`config.mk`:
```
export PLATFORM = sky130hd
export DESIGN_NAME = adc_seq_ctrl
export DESIGN_NICKNAME = d
export VERILOG_FILES = /design/src/rtl/adc_seq_ctrl.sv
export SDC_FILE = /design/constraint.sdc
export NUM_CORES = 1
export LEC_CHECK = 0
export ABC_AREA = 1
export CORE_MARGIN = 2
export CORE_UTILIZATION = 57
export DETAILED_ROUTE_END_ITERATION = 7
export GPL_ROUTABILITY_DRIVEN = 0
export PLACE_DENSITY_LB_ADDON = 0.2
export SLEW_MARGIN = 20
export SYNTH_ARGS = -nofsm -noshare
export SYNTH_HDL_FRONTEND = slang
export SYNTH_SLANG_ARGS = --single-unit
```
`constraint.sdc`:
```
create_clock -name clk_i -period 2.8 [get_ports clk_i]
set_input_delay 0.56 -clock clk_i [delete_from_list [all_inputs] [get_ports clk_i]]
set_output_delay 0.56 -clock clk_i [all_outputs]
set_load 0.03 [all_outputs]
```
`src/rtl/adc_seq_ctrl.sv`:
```
// rtl/adc_seq_ctrl.sv - dual-slope conversion sequencer for the analog front-end
//
// Sequences one conversion: wait for reference, integrator discharge,
// auto-zero, fixed-time integrate, reference deintegrate. Returns the
// deintegrate count with polarity and overrange flags.
//
// Optional build macro: ADC_AUTORANGE_EN (range stepped internally after
// each conversion instead of taken from range_cfg_i).
//
// Ports:
//   clk_i, rst_i         clock, synchronous active-low reset
//   start_i, abort_i     conversion request / abort
//   mode_i, range_cfg_i  measurement mode and manual range, latched at accept
//   comp_i, sat_hi_i, sat_lo_i, ref_ok_i   asynchronous analog status
//   afe_sel_o            one-hot phase select [0]=AZ [1]=VIN [2]=+VREF [3]=-VREF
//   afe_reset_o          integrator discharge
//   ref_sign_o           0:+VREF 1:-VREF
//   range_sel_o, mode_sel_o  range and mode to the AFE
//   busy_o, done_o       conversion in progress / one-cycle result strobe
//   result_o, neg_o, ovr_o   deintegrate count, polarity, overrange

module adc_seq_ctrl #(
   parameter int CNT_W       = 16,
   parameter int RST_CYCLES  = 8,
   parameter int AZ_CYCLES   = 256,
   parameter int INT_CYCLES  = 1000,
   parameter int DEINT_MAX   = 2047,
   parameter int DOWN_THRESH = 90
) (
   input  logic             clk_i,
   input  logic             rst_i,
   input  logic             start_i,
   input  logic             abort_i,
   input  logic [2:0]       mode_i,
   input  logic [4:0]       range_cfg_i,
   input  logic             comp_i,
   input  logic             sat_hi_i,
   input  logic             sat_lo_i,
   input  logic             ref_ok_i,
   output logic [3:0]       afe_sel_o,
   output logic             afe_reset_o,
   output logic             ref_sign_o,
   output logic [4:0]       range_sel_o,
   output logic [2:0]       mode_sel_o,
   output logic             busy_o,
   output logic             done_o,
   output logic [CNT_W-1:0] result_o,
   output logic             neg_o,
   output logic             ovr_o
);

   typedef enum logic [2:0] {
      S_IDLE, S_REF_WAIT, S_RST, S_AZ, S_INT, S_DEINT, S_DONE
   } state_t;

   localparam logic [CNT_W-1:0] RST_LAST  = CNT_W'(RST_CYCLES - 1);
   localparam logic [CNT_W-1:0] AZ_LAST   = CNT_W'(AZ_CYCLES - 1);
   localparam logic [CNT_W-1:0] INT_LAST  = CNT_W'(INT_CYCLES - 1);
   localparam logic [CNT_W-1:0] DEINT_TOP = CNT_W'(DEINT_MAX);

   localparam logic [3:0] SEL_AZ  = 4'b0001;
   localparam logic [3:0] SEL_VIN = 4'b0010;
   localparam logic [3:0] SEL_PV  = 4'b0100;
   localparam logic [3:0] SEL_NV  = 4'b1000;

   // Two-flop synchronizers; bit [1] is the synced value
   logic [1:0] comp_ff, sat_hi_ff, sat_lo_ff, ref_ok_ff;
   logic       comp_s, sat_s, ref_ok_s;

   always_ff @(posedge clk_i) begin
      if (!rst_i) begin
         comp_ff   <= 2'b00;
         sat_hi_ff <= 2'b00;
         sat_lo_ff <= 2'b00;
         ref_ok_ff <= 2'b00;
      end else begin
         comp_ff   <= {comp_ff[0],   comp_i};
         sat_hi_ff <= {sat_hi_ff[0], sat_hi_i};
         sat_lo_ff <= {sat_lo_ff[0], sat_lo_i};
         ref_ok_ff <= {ref_ok_ff[0], ref_ok_i};
      end
   end

   assign comp_s   = comp_ff[1];
   assign sat_s    = sat_hi_ff[1] | sat_lo_ff[1];
   assign ref_ok_s = ref_ok_ff[1];

   state_t           state;
   logic [CNT_W-1:0] cnt;
   logic             pol;   // comparator level at end of integrate

`ifdef ADC_AUTORANGE_EN
   localparam logic [CNT_W-1:0] DOWN_TH = CNT_W'(DOWN_THRESH);
`endif

   always_ff @(posedge clk_i) begin
      if (!rst_i) begin
         state       <= S_IDLE;
         cnt         <= '0;
         pol         <= 1'b0;
         afe_sel_o   <= 4'b0000;
         afe_reset_o <= 1'b0;
         ref_sign_o  <= 1'b0;
         range_sel_o <= 5'd0;
         mode_sel_o  <= 3'd0;
         busy_o      <= 1'b0;
         done_o      <= 1'b0;
         result_o    <= '0;
         neg_o       <= 1'b0;
         ovr_o       <= 1'b0;
      end else begin
         done_o <= 1'b0;
         if (abort_i && state != S_IDLE && state != S_DONE) begin
            // Abort: park the AFE with a single discharge cycle, keep results
            state       <= S_IDLE;
            cnt         <= '0;
            afe_sel_o   <= 4'b0000;
            afe_reset_o <= 1'b1;
            busy_o      <= 1'b0;
         end else begin
            case (state)
               S_IDLE: begin
                  afe_reset_o <= 1'b0;
                  if (start_i && !abort_i) begin
                     mode_sel_o <= mode_i;
`ifndef ADC_AUTORANGE_EN
                     range_sel_o <= range_cfg_i;
`endif
                     busy_o <= 1'b1;
                     state  <= S_REF_WAIT;
                  end
               end
               S_REF_WAIT: begin
                  if (ref_ok_s) begin
                     afe_reset_o <= 1'b1;
                     cnt         <= '0;
                     state       <= S_RST;
                  end
               end
               S_RST: begin
                  if (cnt == RST_LAST) begin
                     afe_reset_o <= 1'b0;
                     afe_sel_o   <= SEL_AZ;
                     cnt         <= '0;
                     state       <= S_AZ;
                  end else begin
                     cnt <= cnt + 1'b1;
                  end
               end
               S_AZ: begin
                  if (cnt == AZ_LAST) begin
                     afe_sel_o <= SEL_VIN;
                     cnt       <= '0;
                     state     <= S_INT;
                  end else begin
                     cnt <= cnt + 1'b1;
                  end
               end
               S_INT: begin
                  if (sat_s) begin
                     afe_sel_o <= 4'b0000;
                     result_o  <= DEINT_TOP;
                     ovr_o     <= 1'b1;
                     neg_o     <= ~comp_s;
                     done_o    <= 1'b1;
                     state     <= S_DONE;
                  end else if (cnt == INT_LAST) begin
                     // Deintegrate against the opposite reference
                     pol        <= comp_s;
                     ref_sign_o <= comp_s;
                     afe_sel_o  <= comp_s ? SEL_NV : SEL_PV;
                     cnt        <= '0;
                     state      <= S_DEINT;
                  end else begin
                     cnt <= cnt + 1'b1;
                  end
               end
               S_DEINT: begin
                  if (sat_s) begin
                     result_o <= DEINT_TOP;
                     ovr_o    <= 1'b1;
                  end else if (comp_s != pol) begin
                     result_o <= cnt;
                     ovr_o    <= 1'b0;
                  end else if (cnt == DEINT_TOP) begin
                     result_o <= DEINT_TOP;
                     ovr_o    <= 1'b1;
                  end
                  if (sat_s || comp_s != pol || cnt == DEINT_TOP) begin
                     afe_sel_o <= 4'b0000;
                     neg_o     <= ~pol;
                     done_o    <= 1'b1;
                     state     <= S_DONE;
                  end else begin
                     cnt <= cnt + 1'b1;
                  end
               end
               S_DONE: begin
`ifdef ADC_AUTORANGE_EN
                  // Step range for the next conversion from this result
                  if (ovr_o) begin
                     if (range_sel_o != 5'd31) range_sel_o <= range_sel_o + 5'd1;
                  end else if (result_o < DOWN_TH && range_sel_o != 5'd0) begin
                     range_sel_o <= range_sel_o - 5'd1;
                  end
`endif
                  afe_sel_o <= 4'b0000;
                  busy_o    <= 1'b0;
                  cnt       <= '0;
                  state     <= S_IDLE;
               end
               default: begin
                  afe_sel_o   <= 4'b0000;
                  afe_reset_o <= 1'b0;
                  busy_o      <= 1'b0;
                  state       <= S_IDLE;
               end
            endcase
         end
      end
   end

endmodule
```
== Word level (Yosys, flattened, before mapping) ==
Cells that the tools add are included.

* Add/subtract/negate cells: 1
* Equality and inequality tests: 25
* Multiplexer cells: 44
* Bitwise gates (word level): 8
* Reduce and logical (&&, ||, !) cells: 23

{| class="wikitable"
|+ Operators by type and width
! operator !! count
|-
| $mux W16 || 10
|-
| $pmux W16 S6 || 1
|-
| $pmux W16 S2 || 1
|-
| $mux W4 || 6
|-
| $mux W3 || 7
|-
| $pmux W4 S5 || 1
|-
| $pmux W3 S6 || 1
|-
| $add A16 B1 Y16 const B || 1
|-
| $eq A16 B10 Y1 const B || 1
|-
| $eq A16 B11 Y1 const B || 1
|-
| $eq A16 B3 Y1 const B || 1
|-
| $eq A16 B8 Y1 const B || 1
|-
| $ne A2 B2 Y1 const B || 8
|-
| $reduce_and A4 Y1 || 4
|-
| $mux W1 || 12
|-
| $ne A3 B3 Y1 const B || 4
|-
| $eq A3 B3 Y1 const B || 3
|-
| $pmux W1 S2 || 4
|-
| $not A1 Y1 || 7
|-
| $eq A3 B2 Y1 const B || 2
|-
| $reduce_and A3 Y1 || 2
|-
| $reduce_and A6 Y1 || 1
|-
| $reduce_bool A6 Y1 || 1
|-
| $reduce_and A5 Y1 || 1
|-
| other kinds (16) || 20
|}

* Register bits: 61
* Input port bits: 16
* Output and inout bits: 34
* Word-level logic and storage cells: 117

== Longest topological paths before layout ==
Gate-level depths: netlist (run 1).

* Word-level depth: 5
* Depth in mapped cells: 13
* Depth with buffers taken out: 13

== Worst setup path after synthesis (run 1) ==
OpenSTA, ideal clock, no wires.

* Kind: reg2reg
* Start point: register cnt[1]
* End point: register cnt[10]
* Setup time: 0.115 ns
* Data arrival time: 1.514 ns
* Data required time: 2.685 ns
* Slack: 1.171 ns
* Stages on the path, launching flop included: 11
* Path buffers: 0
* Period minus slack after synthesis: 1.629 ns
* Path through: dfxtp_1 ha_1 nand3_1 nor2_4 nand2_1 nand2_1 nand2_1 nor2_1 nand2_1 nand2_2 nor2_1

* Longest elaborated chain between the ends: 4
* Elaborated cells between the ends (all ways): 14
* Classes of those cells: add/sub (1); eq/ne (5); mux (6); reduce/logical (2)

{| class="wikitable"
|+ Ends and longest elaborated chain
! item !! RTL line !! text
|-
| start, declared || 89 || <nowiki>logic [CNT_W-1:0] cnt;</nowiki>
|-
| start signal, assigned || 147 || <nowiki>cnt <= cnt + 1'b1;</nowiki>
|-
| start signal, assigned || 156 || <nowiki>cnt <= cnt + 1'b1;</nowiki>
|-
| start signal, assigned || 175 || <nowiki>cnt <= cnt + 1'b1;</nowiki>
|-
| $add A16 B1 Y16, or another cell as far along || - ||
|-
| $mux W16 / $logic_or A1 B1 Y1 (equally long branches) || 167, 189 ||
|-
| $mux W16 / $ne A2 B2 Y1 (equally long branches) || - ||
|-
| $pmux W16 S6 / $reduce_and A4 Y1 (equally long branches) || - ||
|}

Parallel ways exist; a longest one is shown, timed or not. The select of a mux whose other input is x is not followed.
A chain may end at the register's enable or synchronous reset.

== Worst setup path after layout (run 1) ==
* Start point: register state[2]
* End point: register cnt[7]

* Longest elaborated chain between the ends: 4
* Elaborated cells between the ends (all ways): 17
* Classes of those cells: eq/ne (10); mux (1); reduce/logical (6)

{| class="wikitable"
|+ Ends and longest elaborated chain
! item !! RTL line !! text
|-
| start, declared || 88 || <nowiki>state_t state;</nowiki>
|-
| start signal, assigned || 98 || <nowiki>state <= S_IDLE;</nowiki>
|-
| start signal, assigned || 115 || <nowiki>state <= S_IDLE;</nowiki>
|-
| start signal, assigned || 130 || <nowiki>state <= S_REF_WAIT;</nowiki>
|-
| branches (longest 4 deep; another with $reduce_bool A6 Y1) || - ||
|}

Parallel ways; which one is timed is not known.

==> results of run 1 <==
-- cells in the final DEF (no fill, tap or decap), types with 6 or more instances in the layout --
cell type and n:
inv_1 40, o21ai_0 19, inv_2 10, nand2_1 95
clkdlybuf4s50_1 49, nand4_1 6, clkbuf_8 10, a21oi_1 25
nand3_1 33, nor2_1 73, dfxtp_1 61, nand2_2 7
o21ai_1 16
-- worst max-delay path by stage --
stage | start | end | slack [ns]
floorplan | cnt[1]$_SDFFE_PP0P_ | cnt[10]$_SDFFE_PP0P_ | 1.17
global placement | start_i | range_sel_o[1]$_SDFFE_PN0P_ | 0.66
detailed placement | start_i | range_sel_o[2]$_SDFFE_PN0P_ | 0.56
CTS | state[2]$_SDFFE_PP0P_ | cnt[7]$_SDFFE_PP0P_ | 0.75
global route | state[2]$_SDFFE_PP0P_ | cnt[7]$_SDFFE_PP0P_ | 0.53
finish | state[2]$_SDFFE_PP0P_ | cnt[7]$_SDFFE_PP0P_ | 0.74
-- power by group through the flow --
stage	clock network, uW	registers, uW	logic [uW]
CTS	717	1050	1090
detailed placement	0	1070	1080
finish	699	1050	1090
floorplan	0	1200	650
global placement	0	1070	1070
global route	749	1060	1200
-- state kept, by name, summed over array words and instances (netlist names) --
signal       flops
ovr_o            1
comp_ff          2
range_sel_o      5
afe_sel_o        4
afe_reset_o      1
cnt             16
mode_sel_o       3
ref_ok_ff        2
sat_lo_ff        2
pol              1
done_o           1
sat_hi_ff        2
result_o        16
neg_o            1
busy_o           1
state            3
-- cells by family (layout without fill, tap and decap cells) --
family                   count (synthesis)  after routing  synth area share
AO/OA/AOI/OAI                           68             68             0.126
adder cells (fa/ha/maj)                  1              1           0.00425
XOR/XNOR                                 2              2           0.00596
flip-flops                              61             61             0.415
buffers and inverters                   62            120            0.0911
AND/OR/NAND/NOR                        230            230             0.357
-- cell usage after synthesis (all sizes together) --
master / n
nor3: 4
a211oi: 1
ha: 1
nand3: 35
inv: 51
nand4: 6
xor2: 1
a21o: 1
clkbuf: 3
clkinv: 2
o211ai: 3
nor2: 80
nand3b: 1
xnor2: 1
a21oi: 27
o21ai: 35
nand2: 104
dfxtp: 61
a31o: 1
buf: 6
-- cell type report --
type	count	area (um2)
clock buffers	11	141
clock inverters	5	36.3
fillers	422	1400
inverters	53	203
multi-input cells	301	1450
flip-flops and latches	61	1220
well taps	70	87.6
repair buffers	51	505
-- worst register-to-register path: stages, from the launching register on --
cell	delay, ns
dfxtp_1	0.34
inv_2	0.21
nand3_1	0.16
nand2_1	0.15
nor2_1	0.05
nand2_1	0.06
nand2_1	0.11
a21oi_4	0.37
nand2_1	0.26
nand2_2	0.19
nor2_1	0.07
-- per-stage QoR --
step | cell area, um2 | hold slack (ns) | util | worst slack (ns) | power (uW)
floorplan | 2940 | 0.390 | - | 1.17 | 1850
global placement | 3470 | 0.394 | 0.688 | 0.656 | 2130
detailed placement | 3470 | 0.406 | 0.688 | 0.557 | 2150
CTS | 3650 | 0.425 | 0.723 | 0.749 | 2860
global route | 3650 | 0.447 | 0.723 | 0.525 | 3020
finish | 3650 | 0.419 | 0.723 | 0.738 | 2840
-- layer usage --
metal,track usage,vias to the layer above,share of wire
li1,-,1458,-
met1,0.330,1318,0.43
met2,0.436,82,0.49
met3,0.0754,19,0.053
met4,0.101,0,0.027
met5,0,-,0
==> impl_metrics.yaml, run 1 <==
status:
  status: "complete, no violations"
cts:
  cts_tree: "yes"
  postCtsResizedCells: 0
  clkSinkCount: 61
  insertion_delay_ns: 0.34
  numCtsBuffers: 9
  ctsLongestPathBuffers: 2
  hold_buffers: 0
  cts-root-buf: "clkbuf_8"
  cts_max_level: 3
  path_clk_slew_ns: 0.07
  cts_setup_buffers: 0
pwr:
  vdd_drop_max_mv: 0.630
  powerDensity_nw_per_um2: 779
  seqPwrFrac: 0.370
  p_sw_uw: 1170
  leakage_uw: 0.00157
  clkPwrFrac: 0.246
  p_int_uw: 1670
  combPwrFrac: 0.384
  p_sw_frac: 0.411
sta:
  hold_viol: 0
  setup_tns_ns: 0
  maxSlewViolCount: 0
  tightest_slew_ns: 0.511
  setup_viol: 0
  relSlewSlack: 0.657
  max_freq_mhz: 485
  finClkSkew_ns: 0.00955
  rsz0062_at_grt: "false"
  period_share: 0.737
  min_period_ns: 2.06
route:
  vias_per_cell: 5.21
  first_pass_iters: 5
  finalWirelength_mm: 7.06
  final_antenna_net_count: 0
  drcViolationCount: 0
  wl_per_cell_um: 12.8
  drt_iter0_drc: 167
  vias: 2877
setup_path:
  crit_top_cell: "nand2_1"
  cpPeakStageDelay_ns: 0.37
  r2r_cells: 10
  worst_ep_required_time_ns: 3.03
  cp_num_cells: 10
  startpoint_type: "flip-flop"
  worstPathMaxFanout: 15
  crit_slowest_cell: "a21oi_4"
  cp_top_family: "simple AND/OR/NAND/NOR gates"
  reg2reg_from: "state[2]$_SDFFE_PP0P_"
  r2r_slack_ns: 0.74
  path_buf_inv: 1
  cp_data_arrival_time_ns: 2.29
  r2r_end: "cnt[7]$_SDFFE_PP0P_"
  worstSetupPathType: "flip-flop to flip-flop"
  path_cells: "inv_2, nand3_1, nand2_1, nor2_1, nand2_1, nand2_1, a21oi_4, nand2_1, nand2_2, nor2_1"
  worstSetupEndpointType: "flip-flop"
worst_hold_path:
  whs_path_depth: 2
  min_to: "ref_ok_ff[1]$_SDFF_PN0_"
  min_path_type: "flip-flop to flip-flop"
  hp-start: "ref_ok_ff[0]$_SDFF_PN0_"
floorplanning:
  start_util: 0.583
  row_count: 26
  die_y_um: 75.8
  core_um2: 5040
  io_pins: 50
  dieArea_um2: 5750
  die_w_um: 75.8
final_layout:
  diodes: 0
  nNetsFinal: 494
  fin_cells: 552
  syn2layout_area_growth_pct: 24.0
  drive_gt1_frac: 0.106
global_route:
  grt_max_degree: 25
  grt_util_all_layers: 0.265
  antenna_found_initial: 0
  grt_pass1_vias: 2606
  grt_pass1_wl_mm: 11.5
  grt-ovfl-total: 0
logic_synthesis:
  synth_fp_nets: 441
  synth_area_per_cell_um2: 6.93
  synthCells: 424
  ys_types: 39
  yosys_warnings: 0
  yosys.area.top_type: "dfxtp_1"
  synth_top_area_share: 0.415
  seq_area_frac_synth: 0.415
  synth_area_leaders: "dfxtp_1 42%, nand2_1 12%, nor2_1 9.3%, nand3_1 5.6%, inv_1 5.1%"
  ys_ff_latch: 61
  synth_area_um2: 2940
flow_run:
  maxCapViolCount: 0
placement:
  port_buffers: 49
  placedCellCount: 536
  hpwl_mm: 5.26
No activity file was read; power rests on OpenSTA's default activity.
==> inputs of run 2 (changes only) <==
--- a/config.mk
+++ b/config.mk
@@ -7,7 +7,7 @@
 export LEC_CHECK = 0
 export ABC_AREA = 1
 export CORE_MARGIN = 2
-export CORE_UTILIZATION = 57
+export CORE_UTILIZATION = 53
 export DETAILED_ROUTE_END_ITERATION = 7
 export GPL_ROUTABILITY_DRIVEN = 0
 export PLACE_DENSITY_LB_ADDON = 0.2
==> constraint.sdc (replaced) <==
create_clock -name clk_i -period 2.1 [get_ports clk_i]
set_input_delay 0.42 -clock clk_i [delete_from_list [all_inputs] [get_ports clk_i]]
set_output_delay 0.42 -clock clk_i [all_outputs]
set_load 0.03 [all_outputs]
==> impl_metrics.yaml, run 2 (synthesis results as in run 1) <==
final_layout:
  final_common_cell: "nand2_1"
  syn2layout_area_growth_pct: 26.6
  reg_top3: "cnt x16, result_o x16, range_sel_o x5"
  nNetsFinal: 502
  design_area_um2: 3720
  drive_gt1_frac: 0.119
  layout_common_cells: "95 x nand2_1, 73 x nor2_1, 61 x dfxtp_1"
  diodes: 0
  fin_cells: 561
  nFillCells: 456
global_route:
  grt_util_all_layers: 0.249
  grt_pass1_vias: 2645
  grt-ovfl-total: 0
  grt_max_degree: 30
  grt_pass1_wl_mm: 11.9
  antenna_found_initial: 0
cts:
  postCtsResizedCells: 0
  hold_buffers: 0
  clkSinkCount: 61
  path_clk_slew_ns: 0.06
  cts_max_level: 3
  cts-root-buf: "clkbuf_8"
  insertion_delay_ns: 0.35
  numCtsBuffers: 9
  cts_setup_buffers: 0
  cts_tree: "yes"
  ctsLongestPathBuffers: 2
sta:
  tightest_slew_ns: 0.483
  relSlewSlack: 0.676
  period_share: 0.906
  max_freq_mhz: 526
  maxSlewViolCount: 0
  min_period_ns: 1.90
  hold_viol: 0
  setup_viol: 0
  finClkSkew_ns: 0.00980
  rsz0062_at_grt: "false"
flow_run:
  maxCapViolCount: 0
placement:
  port_buffers: 49
  placedCellCount: 546
  dpl_cell_area_um2: 3530
  hpwl_mm: 5.27
pwr:
  p_sw_uw: 1550
  p_sw_frac: 0.395
  powerDensity_nw_per_um2: 1060
  p_int_uw: 2380
  combPwrFrac: 0.385
  leakage_uw: 0.00163
  clkPwrFrac: 0.260
  seqPwrFrac: 0.355
  vdd_drop_max_mv: 1.02
setup_path:
  worstSetupEndpointType: "flip-flop"
  r2r_slack_ns: 0.20
  cp-startpoint: "cnt[0]$_SDFFE_PP0P_"
  r2r_end: "cnt[7]$_SDFFE_PP0P_"
  startpoint_type: "flip-flop"
  worst_ep_required_time_ns: 2.33
  cp-endpoint: "cnt[7]$_SDFFE_PP0P_"
  r2r_cells: 10
  reg2reg_from: "cnt[0]$_SDFFE_PP0P_"
  worstSetupPathType: "flip-flop to flip-flop"
  cp_data_arrival_time_ns: 2.13
  worstPathMaxFanout: 6
floorplanning:
  dieArea_um2: 6160
  die_w_um: 78.5
  core_um2: 5440
  start_util: 0.541
  io_pins: 50
  die_y_um: 78.5
  row_count: 27
worst_hold_path:
  min_path_type: "flip-flop to flip-flop"
route:
  wl_per_cell_um: 12.5
  first_pass_iters: 4
  finalWirelength_mm: 7.03
  vias_per_cell: 5.05
  vias: 2835
  final_antenna_net_count: 0
  drcViolationCount: 0
  drt_iter0_drc: 203
status:
  status: "complete, no violations"
-- run 2: cell count changes in the layout (fill, tap and decap cells not counted) --
cell        change
buf_4           +8
bufinv_16       +1
clkinv_2        +1
clkinvlp_4      -3
-- run 2: critical path: stages, from the launching register on --
cell     delay (ns)
dfxtp_1        0.35
ha_1           0.23
nand3_1        0.17
nor2_4         0.18
nand2_1        0.07
nand2_1        0.08
nand2_1        0.06
nor2_1         0.20
nand2_1        0.20
nand2_2        0.19
nor2_1         0.07
-- run 2: power by group through the flow --
stage | Combinational [uW] | Sequential [uW] | Clock [uW]
2_1_floorplan | 867 | 1600 | 0
3_3_place_gp | 1480 | 1420 | 0
3_5_place_dp | 1510 | 1420 | 0
4_1_cts | 1520 | 1400 | 1040
5_1_grt | 1670 | 1410 | 1110
6_report | 1520 | 1400 | 1020
-- run 2: worst min path at each step --
stage | start | endpoint | slack (ns) | cells after the start
2_1_floorplan | comp_ff[0]$_SDFF_PN0_ | comp_ff[1]$_SDFF_PN0_ | 0.39 | 2
3_3_place_gp | sat_hi_ff[0]$_SDFF_PN0_ | sat_hi_ff[1]$_SDFF_PN0_ | 0.39 | 2
3_5_place_dp | ref_ok_ff[0]$_SDFF_PN0_ | ref_ok_ff[1]$_SDFF_PN0_ | 0.40 | 2
4_1_cts | ref_ok_ff[0]$_SDFF_PN0_ | ref_ok_ff[1]$_SDFF_PN0_ | 0.42 | 2
5_1_grt | sat_lo_ff[0]$_SDFF_PN0_ | sat_lo_ff[1]$_SDFF_PN0_ | 0.44 | 2
6_report | ref_ok_ff[0]$_SDFF_PN0_ | ref_ok_ff[1]$_SDFF_PN0_ | 0.42 | 2
-- run 2: area by class of cell --
class | count | area (um2) | area share
Tap cell | 72 | 90.1 | 0.0242
Timing Repair Buffer | 59 | 566 | 0.152
Inverter | 53 | 203 | 0.0545
Multi-Input combinational cell | 301 | 1450 | 0.390
Clock inverter | 4 | 48.8 | 0.0131
Clock buffer | 11 | 141 | 0.0380
Sequential cell | 61 | 1220 | 0.328
-- run 2: metrics by stage --
| stage | TNS (ns) | hold WS (ns) | worst slack [ns] | util | power (uW) |
|---|---|---|---|---|---|
| finish | 0 | 0.417 | 0.197 | 0.684 | 3940 |
| global route | 0 | 0.444 | 0.0206 | 0.684 | 4190 |
| CTS | 0 | 0.420 | 0.212 | 0.684 | 3960 |
| detailed placement | -0.0607 | 0.403 | -0.0445 | 0.649 | 2930 |
| global placement | 0 | 0.395 | 0.103 | 0.649 | 2890 |
| floorplan | 0 | 0.390 | 0.471 | - | 2470 |
-- run 2: per-layer routing --
| layer | track usage | up-vias | part of all wire |
|---|---|---|---|
| met5 | 0 | - | 0 |
| met4 | 0.0947 | 0 | 0.021 |
| met3 | 0.0759 | 10 | 0.049 |
| met2 | 0.403 | 68 | 0.48 |
| met1 | 0.312 | 1282 | 0.44 |
| li1 | - | 1475 | - |
==> inputs of run 3 (changes only) <==
--- a/config.mk
+++ b/config.mk
@@ -10,7 +10,7 @@
 export CORE_UTILIZATION = 53
 export DETAILED_ROUTE_END_ITERATION = 7
 export GPL_ROUTABILITY_DRIVEN = 0
-export PLACE_DENSITY_LB_ADDON = 0.2
+export PLACE_DENSITY_LB_ADDON = 0.3
 export SLEW_MARGIN = 20
 export SYNTH_ARGS = -nofsm -noshare
 export SYNTH_HDL_FRONTEND = slang
==> impl_metrics.yaml, run 3 (synthesis results as in run 1) <==
route:
  first_pass_iters: 5
  drcViolationCount: 0
  wl_per_cell_um: 12.6
  vias: 2900
  finalWirelength_mm: 7.09
  vias_per_cell: 5.17
  drt_iter0_drc: 211
  final_antenna_net_count: 0
sta:
  setup_viol: 0
  setup_slack_ns: 0.223
  rsz0062_at_grt: "false"
  min_period_ns: 1.88
  finClkSkew_ns: 0.00569
  period_share: 0.894
  relSlewSlack: 0.678
  maxSlewViolCount: 0
  tightest_slew_ns: 0.479
  hold_viol: 0
  max_freq_mhz: 533
pwr:
  leakage_uw: 0.00163
  powerDensity_nw_per_um2: 1060
  vdd_drop_max_mv: 0.814
  p_total_uw: 3970
setup_path:
  cpPeakStageDelay_ns: 0.36
  path_cells: "ha_1, nand3_1, nor2_4, nand2_1, nand2_1, nand2_1, nor2_1, nand2_2, nand2_2, nor2_1"
  cp-startpoint: "cnt[0]$_SDFFE_PP0P_"
  cp_data_arrival_time_ns: 2.11
  r2r_end: "cnt[4]$_SDFFE_PP0P_"
  worstPathMaxFanout: 6
  worstSetupPathType: "flip-flop to flip-flop"
  crit_slowest_cell: "dfxtp_1"
  worstSetupEndpointType: "flip-flop"
  worst_ep_required_time_ns: 2.33
  reg2reg_from: "cnt[0]$_SDFFE_PP0P_"
  r2r_cells: 10
  crit_top_cell: "nand2_1"
  r2r_slack_ns: 0.22
  startpoint_type: "flip-flop"
  cp-endpoint: "cnt[4]$_SDFFE_PP0P_"
final_layout:
  design_area_um2: 3730
  final_core_util: 0.686
  nNetsFinal: 502
  syn2layout_area_growth_pct: 26.9
  nFillCells: 500
  final_common_cell: "nand2_1"
  layout_common_cells: "94 x nand2_1, 73 x nor2_1, 61 x dfxtp_1"
  drive_gt1_frac: 0.123
  diodes: 0
  reg_top3: "cnt x16, result_o x16, range_sel_o x5"
cts:
  cts-root-buf: "clkbuf_8"
  cts_tree: "yes"
  clkSinkCount: 61
  cts_max_level: 3
  ctsLongestPathBuffers: 2
  insertion_delay_ns: 0.34
  numCtsBuffers: 9
  path_clk_slew_ns: 0.06
floorplanning:
  start_util: 0.541
  core_um2: 5440
  io_pins: 50
  die_w_um: 78.5
  die_y_um: 78.5
  row_count: 27
  dieArea_um2: 6160
global_route:
  grt_pass1_vias: 2649
  grt_max_degree: 31
  grt_pass1_wl_mm: 12.0
  grt_util_all_layers: 0.250
  grt-ovfl-total: 0
  antenna_found_initial: 0
flow_run:
  maxCapViolCount: 0
placement:
  dpl_cell_area_um2: 3520
  post-place-ws_ns: -0.00157
  hpwl_mm: 5.31
  port_buffers: 49
status:
  status: "complete, no violations"
worst_hold_path:
  whs_path_depth: 2
  min_path_type: "flip-flop to flip-flop"
run 3: cell types whose count changed in the layout (fill, tap and decap cells not counted):
cell        delta
clkbuf_8       +1
nand2_2        +1
clkinv_4       -1
nand2_1        -1
clkbuf_1       -1
clkinvlp_4     +1
run 3: worst max-delay path: cells and delay by family, from the launching register on:
kind          cells  cell delay (ns)
simple gates      9             1.18
flops             1             0.36
fa+ha+maj         1             0.23
run 3: layout make-up:
type                       count  area [um2]  area share
inverter                      53         203      0.0543
timing repair buffer          59         566       0.152
clock inverter                 4        47.5      0.0127
sequential                    61        1220       0.327
tap                           72        90.1      0.0241
clock buffer                  11         151      0.0406
multi-input combinational    301        1450       0.390
run 3: power by group:
group          switching, uW  leakage [uW]  internal [uW]
clock network            438      0.000101            601
registers                106      0.000496           1300
logic                   1010       0.00103            511
run 3: stage by stage:
stage	TNS [ns]	instances	hold slack, ns
floorplan	0	424	0.390
global placement	0	545	0.393
detailed placement	-0.00157	545	0.399
CTS	0	560	0.421
global route	0	561	0.445
finish	0	561	0.419
run 3: how the worst min path moves through the flow:
stage / startpoint / to / slack [ns]
6_report: ref_ok_ff[0]$_SDFF_PN0_ / ref_ok_ff[1]$_SDFF_PN0_ / 0.42
5_1_grt: ref_ok_ff[0]$_SDFF_PN0_ / ref_ok_ff[1]$_SDFF_PN0_ / 0.45
4_1_cts: ref_ok_ff[0]$_SDFF_PN0_ / ref_ok_ff[1]$_SDFF_PN0_ / 0.42
3_5_place_dp: ref_ok_ff[0]$_SDFF_PN0_ / ref_ok_ff[1]$_SDFF_PN0_ / 0.40
3_3_place_gp: ref_ok_ff[0]$_SDFF_PN0_ / ref_ok_ff[1]$_SDFF_PN0_ / 0.39
2_1_floorplan: comp_ff[0]$_SDFF_PN0_ / comp_ff[1]$_SDFF_PN0_ / 0.39
run 3: timing repair:
item                                   CTS  global route
hold buffers                             0             0
buffers inserted                         0             1
resized for setup                        0             1
setup endpoints to repair                0            12
endpoints found under the hold margin    0             0
run 3: per-layer routing:
metal / routed length [um] / global-route usage
met2: 3490 / 0.404
met4: 195 / 0.123
met5: 0 / 0
met1: 3080 / 0.323
met3: 330 / 0.0425
